`config.mk`:
```
export PLATFORM = sky130hd
export DESIGN_NAME = hrange_ext
export DESIGN_NICKNAME = d
export VERILOG_FILES = /design/src/rtl/hrange_ext.sv
export SDC_FILE = /design/constraint.sdc
export NUM_CORES = 1
export LEC_CHECK = 0
export CAP_MARGIN = 20
export CORE_UTILIZATION = 57
export CTS_BUF_LIST = sky130_fd_sc_hd__clkbuf_4
export DETAILED_ROUTE_END_ITERATION = 7
export GPL_TIMING_DRIVEN = 0
export MAX_ROUTING_LAYER = met4
export PLACE_DENSITY_LB_ADDON = 0.1
export SLEW_MARGIN = 5
export SYNTH_ARGS = -nofsm -noshare
export SYNTH_HDL_FRONTEND = slang
export SYNTH_SLANG_ARGS = --single-unit
```
`constraint.sdc`:
```
create_clock -name _clock -period 5.6 [get_ports _clock]
set_input_delay 1.12 -clock _clock [delete_from_list [all_inputs] [get_ports _clock]]
set_output_delay 1.12 -clock _clock [all_outputs]
set_load 0.02 [all_outputs]
```
`src/rtl/hrange_ext.sv`:
```
// Signed range generator: emits base, base+step, ... while on the near side of limit,
// with overflow-safe termination, an optional count cap and a per-value index.
module hrange_ext #(
   parameter int WIDTH     = 32,
   parameter int MAX_COUNT = 0,
   parameter int IDX_W     = 32
) (
   input  logic                    _clock,
   input  logic                    _reset,
   input  logic                    _start,
   input  logic                    _wait,
   input  logic signed [WIDTH-1:0] base,
   input  logic signed [WIDTH-1:0] limit,
   input  logic signed [WIDTH-1:0] step,
   output logic                    _valid,
   output logic                    _ready,
   output logic signed [WIDTH-1:0] _0,
   output logic [IDX_W-1:0]        _index
);

   typedef enum logic [1:0] {IDLE, LOAD, RUN, DONE} state_e;

   localparam int              IW1 = IDX_W + 1;
   localparam logic [IDX_W:0]  CAP = IW1'(MAX_COUNT);

   state_e                  state_q;
   logic signed [WIDTH-1:0] base_q;
   logic signed [WIDTH-1:0] limit_q;
   logic signed [WIDTH-1:0] step_q;

   logic [WIDTH:0]          sum_ext;
   logic signed [WIDTH-1:0] next_v;
   logic                    ovf;
   logic                    under_cap;
   logic                    start_hit;
   logic                    load_hit;
   logic                    run_hit;

   function automatic logic in_range(input logic signed [WIDTH-1:0] v,
                                     input logic signed [WIDTH-1:0] lim,
                                     input logic signed [WIDTH-1:0] stp);
      if (stp == '0)
         return 1'b0;
      else if (!stp[WIDTH-1])
         return v < lim;
      else
         return v > lim;
   endfunction

   // One extra bit catches a sum that leaves the signed range instead of wrapping.
   always_comb begin
      sum_ext   = {_0[WIDTH-1], _0} + {step_q[WIDTH-1], step_q};
      next_v    = sum_ext[WIDTH-1:0];
      ovf       = sum_ext[WIDTH] ^ sum_ext[WIDTH-1];
      under_cap = (MAX_COUNT == 0) || (({1'b0, _index} + IW1'(1)) < CAP);
      start_hit = in_range(base, limit, step);
      load_hit  = in_range(base_q, limit_q, step_q);
      run_hit   = !ovf && in_range(next_v, limit_q, step_q) && under_cap;
   end

   // NOTE: all state here updates with non-blocking assignments so every register
   // sees the pre-edge values of the others, independent of statement order.
   always_ff @(posedge _clock) begin
      if (_reset) begin
         state_q <= IDLE;
         base_q  <= '0;
         limit_q <= '0;
         step_q  <= '0;
         _valid  <= 1'b0;
         _ready  <= 1'b0;
         _0      <= '0;
         _index  <= '0;
      end else if (_start) begin
         // A start in any state discards the run in flight.
         base_q  <= base;
         limit_q <= limit;
         step_q  <= step;
         _index  <= '0;
         if (_wait) begin
            state_q <= LOAD;
            _valid  <= 1'b0;
            _ready  <= 1'b0;
         end else if (start_hit) begin
            state_q <= RUN;
            _0      <= base;
            _valid  <= 1'b1;
            _ready  <= 1'b0;
         end else begin
            state_q <= DONE;
            _valid  <= 1'b0;
            _ready  <= 1'b1;
         end
      end else begin
         case (state_q)
            LOAD: begin
               if (!_wait) begin
                  if (load_hit) begin
                     state_q <= RUN;
                     _0      <= base_q;
                     _index  <= '0;
                     _valid  <= 1'b1;
                  end else begin
                     state_q <= DONE;
                     _ready  <= 1'b1;
                  end
               end
            end
            RUN: begin
               if (_valid && !_wait) begin
                  if (run_hit) begin
                     _0     <= next_v;
                     _index <= _index + IDX_W'(1);
                  end else begin
                     state_q <= DONE;
                     _valid  <= 1'b0;
                     _ready  <= 1'b1;
                  end
               end
            end
            default: ;
         endcase
      end
   end

endmodule

```
**Word-level counts from Yosys, hierarchy flattened**

Cells that the tools add are included.

- Register bits after elaboration: 164
- Bits in latches: 0
- Memory bits (writable): 0
- Bits in read-only memories: 0
- Input bits: 100
- Output and inout bits: 66
- Word-level logic and storage cells: 88
- Memories: 0

- Add/subtract/negate cells: 2
- Multipliers: 0
- Div/mod/pow operators: 0
- Order comparisons: 6
- Equality and inequality tests: 14
- Shift-type cells: 0
- Muxes and demuxes: 43
- Bitwise operators: 1
- Reduce and logical (&&, ||, !) cells: 14

Operators by type and width:

| operator | count |
|---|---|
| 32-bit 2-to-1 mux | 11 |
| 32-bit case mux with 2 select lines | 2 |
| 32-bit greater-than comparator | 3 |
| 32-bit < comparator | 3 |
| 32-bit logical NOT | 2 |
| 32-bit by 32-bit adder with 33-bit output | 1 |
| 32-bit by 1-bit adder with 32-bit output (second input constant) | 1 |
| 1-bit 2-to-1 mux | 22 |
| 3-bit != test (second input constant) | 6 |
| 5-bit AND reduction | 3 |
| 2-bit 2-to-1 mux | 5 |
| 2-bit != test (second input constant) | 5 |
| 7-bit AND reduction | 1 |
| 1-bit case mux with 2 select lines | 2 |
| 2-bit case mux with 2 select lines | 1 |
| 4-bit AND reduction | 1 |
| 3-bit nonzero test | 1 |
| 2-bit by 1-bit == test with 1-bit output (second input constant) | 1 |
| 2-bit == test (second input constant) | 1 |
| 1-bit logical AND | 2 |
| 1-bit logical NOT | 2 |
| 2-bit by 1-bit != test with 1-bit output (second input constant) | 1 |
| 2-bit nonzero test | 1 |
| 2-bit OR reduction | 1 |
| 1-bit bitwise XOR | 1 |

**Longest topological paths before layout**

Gate-level depths: netlist of the first run.

- Depth in word-level cells: 9
- Depth in mapped cells: 21
- Mapped depth without buffers: 19

**Least setup slack after synthesis of the first run**

No wires, ideal clock.

- Path kind: flip-flop to flip-flop
- Start: register _0[0]
- End: register _index[18]
- Setup time: 0.074 ns
- Arrival: 4.669 ns
- Data required time: 5.526 ns
- Slack: 0.857 ns
- Stages on the path, launching flop included: 20
- Buffers on the path: 1
- Clock period less this slack: 4.743 ns
- Cell sequence: dfxtp_1 -> ha_1 -> fa_1 -> a21o_1 -> a221o_1 -> o2111ai_1 -> a31oi_1 -> a21oi_1 -> o41a_1 -> xnor2_1 -> ha_1 -> nand4_1 -> and4bb_2 -> o311a_1 -> o32a_1 -> a211oi_1 -> nand4_1 -> clkbuf_1 -> or4_1 -> o21ai_0

- Word-level cells in the longest chain between the ends: 7
- Elaborated cells between the ends (all ways): 10
- Those cells by class: 1 x add/sub; 2 x order compare; 1 x eq/ne; 2 x mux; 1 x bitwise; 3 x reduce/logical

Ends and longest elaborated chain:

| item | RTL line | source |
|---|---|---|
| from (decl) | 17 | `output logic signed [WIDTH-1:0] _0,` |
| from (signal assigned) | 85 | `_0 <= base;` |
| from (signal assigned) | 99 | `_0 <= base_q;` |
| from (signal assigned) | 111 | `_0 <= next_v;` |
| 32-bit by 32-bit adder with 33-bit output * | 52 | `sum_ext = {_0[WIDTH-1], _0} + {step_q[WIDTH-1], step_q};` |
| 32-bit < comparator / 32-bit greater-than comparator (equally long branches) | 45, 47 |  |
| 1-bit 2-to-1 mux | 44 | `else if (!stp[WIDTH-1])` |
| 1-bit 2-to-1 mux | 42 | `if (stp == '0)` |
| 1-bit logical AND * | 58 | `run_hit = !ovf && in_range(next_v, limit_q, step_q) && under_cap;` |
| 2-bit != test (no source line) * | n/a |  |
| 5-bit AND reduction (no source line) * | n/a |  |
| to (signal assigned) | 112 | `_index <= _index + IDX_W'(1);` |
| to (decl) | 18 | `output logic [IDX_W-1:0] _index` |

Every way passes the cells marked *; elsewhere a longest branch is shown, timed or not.
A chain may end at the register's enable or synchronous reset.

**Worst setup path after layout of the first run**

- Start: register step_q[0]
- End: register _index[8]

- Word-level cells in the longest chain between the ends: 7
- Elaborated cells between the ends (all ways): 13
- Those cells by class: 1 x add/sub; 2 x order compare; 2 x eq/ne; 3 x mux; 1 x bitwise; 4 x reduce/logical

Ends and longest elaborated chain:

| item | RTL line | source |
|---|---|---|
| from (decl) | 29 | `logic signed [WIDTH-1:0] step_q;` |
| from (signal assigned) | 77 | `step_q <= step;` |
| 32-bit by 32-bit adder with 33-bit output | 52 |  |
| 32-bit < comparator / 32-bit greater-than comparator (equally long branches) | 45, 47 |  |
| 1-bit 2-to-1 mux | 44 |  |
| 1-bit 2-to-1 mux | 42 |  |
| 1-bit logical AND | 58 |  |
| 2-bit != test (no source line) | n/a |  |
| 5-bit AND reduction (no source line) * | n/a |  |

Marked as above.

==> results.toml, run 1 <==
[critical_path]
worstPathArrival_ns = 5.98
endpoint_kind = "register"
worstPathMaxFanout = 10
cp-start-kind = "register"
cp_data_required_time_ns = 6.12
critPathKind = "register to register"

[floorplan]
fp.dieW_um = 143
boundaryPins = 166
die_h_um = 143
core_area_um2 = 19500
start_util = 0.584
dieArea_um2 = 20600
placementRows = 51

[power_and_ir_drop]
powerDensity_nw_per_um2 = 201
irDropWorstVdd_mv = 0.128
leakagePower_nw = 5.80

[logic_synthesis]
post_synth.cell_area_avg_um2 = 7.99
synth_seq_area_share = 0.288
async_flop_share = 0
synth_top_cells_by_count = "dfxtp_1, nor2_1, nand2_1"
synth_warnings = 0
yosysTopAreaCell = "dfxtp_1"
syn_area_um2 = 11400
post-synth-top-count-cell = "dfxtp_1"
dominantRegCellSynth = "dfxtp_1"
ys_top_cells_by_area = "dfxtp_1, ha_1, mux2i_1"
synth-edff-count = 0
syn_nets = 1656
synth_top_area_frac = 0.288
ys_seq_elements = 164
synth_cell_types = 72
synthCells = 1426

[clocking]
insertion_delay_ns = 0.60
cts_num_sinks = 164
cts_tree = "yes"
cts-root-buf = "clkbuf_4"
cts_max_level = 4
cts_buffer_depth = 2
cts_made_buffers = 17
clkTransAtPathRegs_ns = 0.16
ctsHoldBuffers = 0

[global_routing]
antenna_found_initial = 1
grt_overflow = 0
grt_max_degree = 17
track_usage = 0.374
grt_pass1_vias = 10500
grt_pass1_wl_um = 56500

[sta]
fmax_mhz = 183
setup_ws_ns = 0.148
finalSetupViolations = 0
tightest_slew_ns = 0.979
post-route-min-period_ns = 5.45
skew_ns = 0.0223
maxSlewHeadroom = 0.347
post-route-period-util = 0.974
hold_viol = 0
slew_viol_final = 0

[min_path]
hp-class = "register to register"

[flow_run]
max-cap-violations = 0

[finish]
syn_to_final_growth_pct = 20.7
final_nets = 1843
final_area_um2 = 13800
fill_cells = 1697
final-instance-count-excl-fill = 1892
drive_above_1_share = 0.0443

[place]
place_congestion = 1.02
dp_hpwl_um = 29700
dp_worst_setup_slack_ns = -0.234
io_buffers = 163
place_inst = 1855
placed_cell_area_um2 = 13400

[drt]
ant_nets = 0
totalWireLength_um = 37100
drt-vias-per-instance = 6.12
drtIter0Drc = 1140
drc_errors = 0
wl_per_cell_um = 19.6
drt_first_pass_iters = 8
via_count = 11600

[outcome]
status = "complete, no violations"
-- flip-flops by register name (all words and copies together) (netlist names) --
signal and flops:
step_q 32, _index 32, base_q 32, _0 32, state_q 2, _ready 1
_valid 1, limit_q 32
-- final cells by class --
type                            count  area, um2  area share
Tap cell                          265        332      0.0241
Buffer                             64        267      0.0194
Sequential cell                   164       3280       0.239
Clock buffer                       17        128     0.00928
Inverter                          111        417      0.0303
Timing Repair Buffer              168       1670       0.122
Antenna cell                        1       2.50    0.000182
Clock inverter                     15        126     0.00919
Multi-Input combinational cell   1087       7530       0.547
-- cell families (layout without fill, tap and decap cells) --
family / after synthesis / count (layout) / synth area share
AOI/OAI and AO/OA: 331 / 331 / 0.183
xor gates and xnor gates: 29 / 29 / 0.0223
adders and majority gates: 130 / 130 / 0.143
buffers and inverters: 175 / 375 / 0.0589
DFF: 164 / 164 / 0.288
muxes: 119 / 119 / 0.106
other: 0 / 1 / 0
and+or+nand+nor: 478 / 478 / 0.198
-- what timing repair did --
| action | in CTS | in global routing |
|---|---|---|
| pin swaps | 0 | 7 |
| buffers inserted | 0 | 2 |
| setup endpoints to repair | 35 | 54 |
| endpoints found under the hold margin | 0 | 0 |
| gates resized for setup | 2 | 24 |
| cloned | 0 | 1 |
-- placed cells by master (no fill, tap or decap), drive strengths merged, types with 7 or more instances in the layout --
master	n
a31oi	15
a22oi	14
a21o	16
xnor2	19
nand3	36
o211ai	20
clkdlybuf4s50	163
clkbuf	61
o21ai	70
or3	24
nor2b	13
o21a	7
nand2	138
nor4	21
nor2	144
inv	116
buf	25
clkinv	7
xor2	10
nor3	19
nand4	34
ha	129
and2	15
and3	8
nand2b	10
a21oi	115
a211oi	12
dfxtp	164
mux2i	114
-- metal layers --
layer  part of all wire  global-route usage  wire (um)
met1               0.43               0.486      16000
met2               0.45               0.588      16800
met3              0.085              0.0510       3150
met4              0.031               0.141       1150
met5                  0                   -          0
-- report_power, final --
part	total [W]	switching [W]	leakage, nW	internal, W
clock network	0.000691	0.000504	0.131	0.000187
logic	0.000804	0.000463	4.33	0.000341
registers	0.00128	0.0000532	1.34	0.00122
-- worst max-delay path: stages (launching register included) --
cell      delay, ns
dfxtp_1        0.38
ha_1           0.24
fa_1           0.40
a21o_1         0.23
a221o_1        0.42
o211ai_1       0.28
o21bai_1       0.12
xor2_1         0.32
ha_1           0.33
and4_1         0.22
a221oi_1       0.52
o32ai_2        0.19
o32a_1         0.36
a211oi_4       0.36
nand4_1        0.15
buf_4          0.21
buf_2          0.19
or3_1          0.36
o21ai_0        0.08
-- metrics by stage --
step | TNS, ns | hold WS, ns | total power (W) | util
4_1_cts | 0 | 0.477 | 0.00275 | 0.698
3_3_place_gp | -1.40 | 0.453 | 0.00205 | 0.684
6_report | 0 | 0.485 | 0.00277 | 0.704
3_5_place_dp | -4.91 | 0.456 | 0.00207 | 0.685
2_1_floorplan | 0 | 0.445 | 0.00178 | -
5_1_grt | -0.645 | 0.516 | 0.00290 | 0.704
-- worst paths after layout --
| path | slack (ns) | start | to | cells past startpoint |
|---|---|---|---|---|
| hold / removal | 0.48 | base_q[0] | base_q[0] | 2 |
| hold reg to reg | 0.48 | base_q[0] | base_q[0] | 2 |
| setup / recovery | 0.15 | step_q[0] | _index[8] | 18 |
| setup reg to reg | 0.15 | step_q[0] | _index[8] | 18 |
Note: power is estimated with default switching activity, not from simulation.
==> run 2: changes to the inputs <==
==> constraint.sdc (replaced) <==
create_clock -name _clock -period 5.7 [get_ports _clock]
set_input_delay 1.14 -clock _clock [delete_from_list [all_inputs] [get_ports _clock]]
set_output_delay 1.14 -clock _clock [all_outputs]
set_load 0.02 [all_outputs]
==> results.toml, run 2 (synthesized netlist as in run 1, its figures left out) <==
[power_and_ir_drop]
finalPower_w = 0.00272
leakagePower_nw = 5.79
powerDensity_nw_per_um2 = 198
irDropWorstVdd_mv = 0.126

[finish]
drive_above_1_share = 0.0407
final_area_um2 = 13700
final_nets = 1840
final_cell_mix = "dfxtp_1, clkdlybuf4s50_1, nor2_1"
final_common_cell = "dfxtp_1"
fin_util = 0.702
syn_to_final_growth_pct = 20.2

[critical_path]
rrSetupSlack_ns = 0.22
cp-start-kind = "register"
worstPathMaxFanout = 10
r2r_start = "_0[0]"
endpoint_kind = "register"
cp_data_required_time_ns = 6.22
critPathKind = "register to register"
worstPathArrival_ns = 6.00
rr_worst_depth = 19
reg2reg_to = "_index[8]"

[clocking]
cts_tree = "yes"
cts_buffer_depth = 2
cts_num_sinks = 164
cts_made_buffers = 17
clkTransAtPathRegs_ns = 0.17
postCtsSetupBuffers = 0
cts-root-buf = "clkbuf_4"
ctsHoldBuffers = 0
insertion_delay_ns = 0.60
cts_max_level = 4

[min_path]
holdPathStages = 2
hp-class = "register to register"
hp-start = "base_q[0]"
hold_end = "base_q[0]"

[sta]
skew_ns = 0.0274
setup_ws_ns = 0.220
post-route-period-util = 0.961
tightest_slew_ns = 0.985
finalSetupViolations = 0
hold_viol = 0
post-route-min-period_ns = 5.48
fmax_mhz = 182
whs_ns = 0.480
maxSlewHeadroom = 0.343
slew_viol_final = 0

[place]
dp_hpwl_um = 29700
placed_cell_area_um2 = 13400
io_buffers = 163
place_congestion = 1.02
dp_worst_setup_slack_ns = -0.134

[drt]
totalWireLength_um = 37000
drt-vias-per-instance = 6.08
drc_errors = 0
drt_first_pass_iters = 6
wl_per_cell_um = 19.6
ant_nets = 0
drtIter0Drc = 1134
via_count = 11500

[global_routing]
grt_overflow = 0
antenna_found_initial = 1
grt_pass1_vias = 10500
grt_pass1_wl_um = 56500
track_usage = 0.374
grt_max_degree = 17

[floorplan]
core_area_um2 = 19500
die_h_um = 143
fp.dieW_um = 143
dieArea_um2 = 20600
boundaryPins = 166
start_util = 0.584
placementRows = 51

[outcome]
status = "complete, no violations"

[flow_run]
max-cap-violations = 0
==> run 2: cell types whose count changed in the layout (fill, tap and decap cells not counted), sizes merged <==
cell	previous run	this run
buf	25	22
==> run 2: worst max-delay path, cell delays in order, from the launching register on <==
cell	delay, ns
dfxtp_1	0.37
ha_1	0.25
fa_1	0.40
a21o_1	0.23
a221o_1	0.40
o2111ai_2	0.28
a31oi_2	0.18
a21oi_2	0.21
o41a_1	0.24
xnor2_1	0.15
ha_1	0.27
nand4_1	0.16
and4bb_2	0.32
o311a_1	0.19
o32a_1	0.40
a211oi_4	0.37
nand4_1	0.27
buf_2	0.29
or3_1	0.36
o21ai_0	0.08
==> run 2: worst max path at each step <==
stage	depth (start not counted)	slack [ns]	end	startpoint
after floorplan	19	0.96	_index[18]	_0[0]
after global placement	17	-0.02	_index[10]	_0[12]
after detailed placement	17	-0.13	_index[10]	_0[1]
after CTS	19	0.11	_index[10]	step_q[0]
after global routing	19	-0.009	_index[16]	step_q[0]
final	19	0.22	_index[8]	_0[0]
==> run 2: cell type report <==
type / instances / area (um2)
clock inverters: 15 / 126
clock buffers: 17 / 128
inverters: 111 / 417
well taps: 265 / 332
diodes: 1 / 2.50
plain buffers: 64 / 264
multi-input cells: 1087 / 7500
fillers: 1699 / 5820
repair buffers: 165 / 1650
flip-flops and latches: 164 / 3280
==> run 2: timing repair <==
item | in CTS | in global routing
resized for setup | 2 | 17
endpoints found under the hold margin | 0 | 0
pin swaps | 0 | 3
setup endpoints to repair | 32 | 32
==> run 2: metrics by stage <==
stage | cells | setup TNS [ns]
after global routing | 1889 | -0.00884
after detailed placement | 1855 | -1.87
after CTS | 1887 | 0
after floorplan | 1426 | 0
final | 1889 | 0
after global placement | 1854 | -0.0259
==> run 2: report_power, final <==
| group | total (W) | leakage, nW | internal [W] | switching [W] |
|---|---|---|---|---|
| clock | 0.000677 | 0.131 | 0.000184 | 0.000493 |
| sequential | 0.00125 | 1.34 | 0.00120 | 0.0000527 |
| combinational | 0.000789 | 4.31 | 0.000335 | 0.000454 |
==> run 2: per-layer routing <==
metal  share of wire  track usage  up-vias  wire [um]
li1                -            -     5493          -
met1            0.44        0.486     5391      16100
met2            0.45        0.588      521      16800
met3           0.082       0.0510       80       3040
met4           0.029        0.141        0       1070
met5               0            -        -          0
==> run 3: changes to the inputs <==
--- a/config.mk
+++ b/config.mk
@@ -5,14 +5,13 @@
 export SDC_FILE = /design/constraint.sdc
 export NUM_CORES = 1
 export LEC_CHECK = 0
-export CAP_MARGIN = 20
 export CORE_UTILIZATION = 57
 export CTS_BUF_LIST = sky130_fd_sc_hd__clkbuf_4
 export DETAILED_ROUTE_END_ITERATION = 7
 export GPL_TIMING_DRIVEN = 0
 export MAX_ROUTING_LAYER = met4
 export PLACE_DENSITY_LB_ADDON = 0.1
-export SLEW_MARGIN = 5
+export SLEW_MARGIN = 10
 export SYNTH_ARGS = -nofsm -noshare
 export SYNTH_HDL_FRONTEND = slang
 export SYNTH_SLANG_ARGS = --single-unit
==> results.toml, run 3 (synthesized netlist as in run 1, its figures left out) <==
[sta]
slew_viol_final = 0
finalSetupViolations = 0
hold_viol = 0
maxSlewHeadroom = 0.104
post-route-period-util = 0.965
whs_ns = 0.487
fmax_mhz = 182
skew_ns = 0.0222
tightest_slew_ns = 1.33
post-route-min-period_ns = 5.50

[clocking]
cts_max_level = 4
cts_buffer_depth = 2
cts_made_buffers = 17
cts_tree = "yes"
insertion_delay_ns = 0.58
cts-root-buf = "clkbuf_4"
clkTransAtPathRegs_ns = 0.16
cts_num_sinks = 164

[power_and_ir_drop]
irDropWorstVdd_mv = 0.163
power.internal_w = 0.00177
leakagePower_nw = 5.80
p_sw_w = 0.000994
powerDensity_nw_per_um2 = 202
seqPwrFrac = 0.454
pwr-share-clk = 0.261
sw_frac_of_total = 0.359
combPwrFrac = 0.286

[drt]
drt-vias-per-instance = 6.08
wl_per_cell_um = 19.6
via_count = 11500
drt_first_pass_iters = 8
totalWireLength_um = 37000
drtIter0Drc = 1132
ant_nets = 0
drc_errors = 0

[place]
io_buffers = 163
place_congestion = 1.02
dp_hpwl_um = 29700

[min_path]
holdPathStages = 2
hp-class = "register to register"

[floorplan]
boundaryPins = 166
dieArea_um2 = 20600
die_h_um = 143
placementRows = 51
fp.dieW_um = 143
core_area_um2 = 19500
start_util = 0.584

[outcome]
status = "complete, no violations"

[global_routing]
grt_pass1_wl_um = 56400
antenna_found_initial = 1
grt_overflow = 0
grt_pass1_vias = 10600
track_usage = 0.372
grt_max_degree = 17

[finish]
final_common_cell = "dfxtp_1"
fin_util = 0.701
final_nets = 1840
fill_cells = 1744
final_cell_mix = "dfxtp_1, clkdlybuf4s50_1, nor2_1"
syn_to_final_growth_pct = 20.1
drive_above_1_share = 0.0407

[critical_path]
cp-start-kind = "register"
cp_data_required_time_ns = 6.21
worstPathArrival_ns = 6.01
rr_worst_depth = 20
worstPathMaxFanout = 10
endpoint_kind = "register"
critPathKind = "register to register"

[flow_run]
max-cap-violations = 0
-- run 3: worst max-delay path, stage by stage (launching register included) --
cell and delay [ns]:
dfxtp_1 0.38, ha_1 0.24, fa_1 0.40, a21o_1 0.23
a221o_1 0.39, nor3_1 0.48, nor3b_1 0.15, o21bai_1 0.28
nand2_1 0.11, xor2_1 0.17, ha_1 0.28, nand4_1 0.12
and4bb_2 0.30, o311a_1 0.19, o32a_1 0.37, a211oi_2 0.21
buf_4 0.17, nand4_1 0.18, clkbuf_2 0.30, or3_1 0.39
o21ai_0 0.08
-- run 3: metrics by stage --
stage	instance area, um2	cells	setup TNS, ns	power (W)	worst slack (ns)
final	13700	1889	0	0.00277	0.200
after global routing	13700	1889	-0.0209	0.00289	-0.0209
after global placement	13400	1854	-0.0259	0.00201	-0.0223
after detailed placement	13400	1854	-2.72	0.00203	-0.167
after CTS	13600	1886	0	0.00274	0.103
after floorplan	11400	1426	0	0.00175	0.957
-- run 3: final timing paths --
path	start	slack, ns	end
max	step_q[0]	0.20	_index[8]
min reg2reg	base_q[0]	0.49	base_q[0]
max reg2reg	step_q[0]	0.20	_index[8]
min	base_q[0]	0.49	base_q[0]
-- run 3: power groups by stage --
stage          Combinational [W]  Sequential, W  Clock [W]
6_report                0.000790        0.00125   0.000721
2_1_floorplan           0.000472        0.00127          0
3_3_place_gp            0.000739        0.00128          0
4_1_cts                 0.000764        0.00125   0.000727
5_1_grt                 0.000861        0.00126   0.000767
3_5_place_dp            0.000757        0.00128          0
-- run 3: layer usage --
metal	GRT usage	wire length [um]	vias up
li1	-	-	5499
met2	0.583	16500	574
met1	0.482	16000	5329
met5	-	0	-
met4	0.147	1340	0
met3	0.0533	3190	91
-- run 3: final cells by class --
cell class / count / area, um2 / share of cell area
multi-input cells: 1087 / 7470 / 0.546
repair buffers: 165 / 1650 / 0.120
flip-flops and latches: 164 / 3280 / 0.240
clock buffers: 17 / 128 / 0.00932
clock inverters: 15 / 146 / 0.0107
inverters: 111 / 417 / 0.0304
well taps: 265 / 332 / 0.0242
plain buffers: 64 / 263 / 0.0192
diodes: 1 / 2.50 / 0.000183
-- run 3: repair_timing --
action                     CTS  global route
setup buffers                0             2
resized for setup            2            12
setup endpoints to repair   32            32
pin swaps                    0             1
hold buffers                 0             0
hold endpoints to repair     0             0
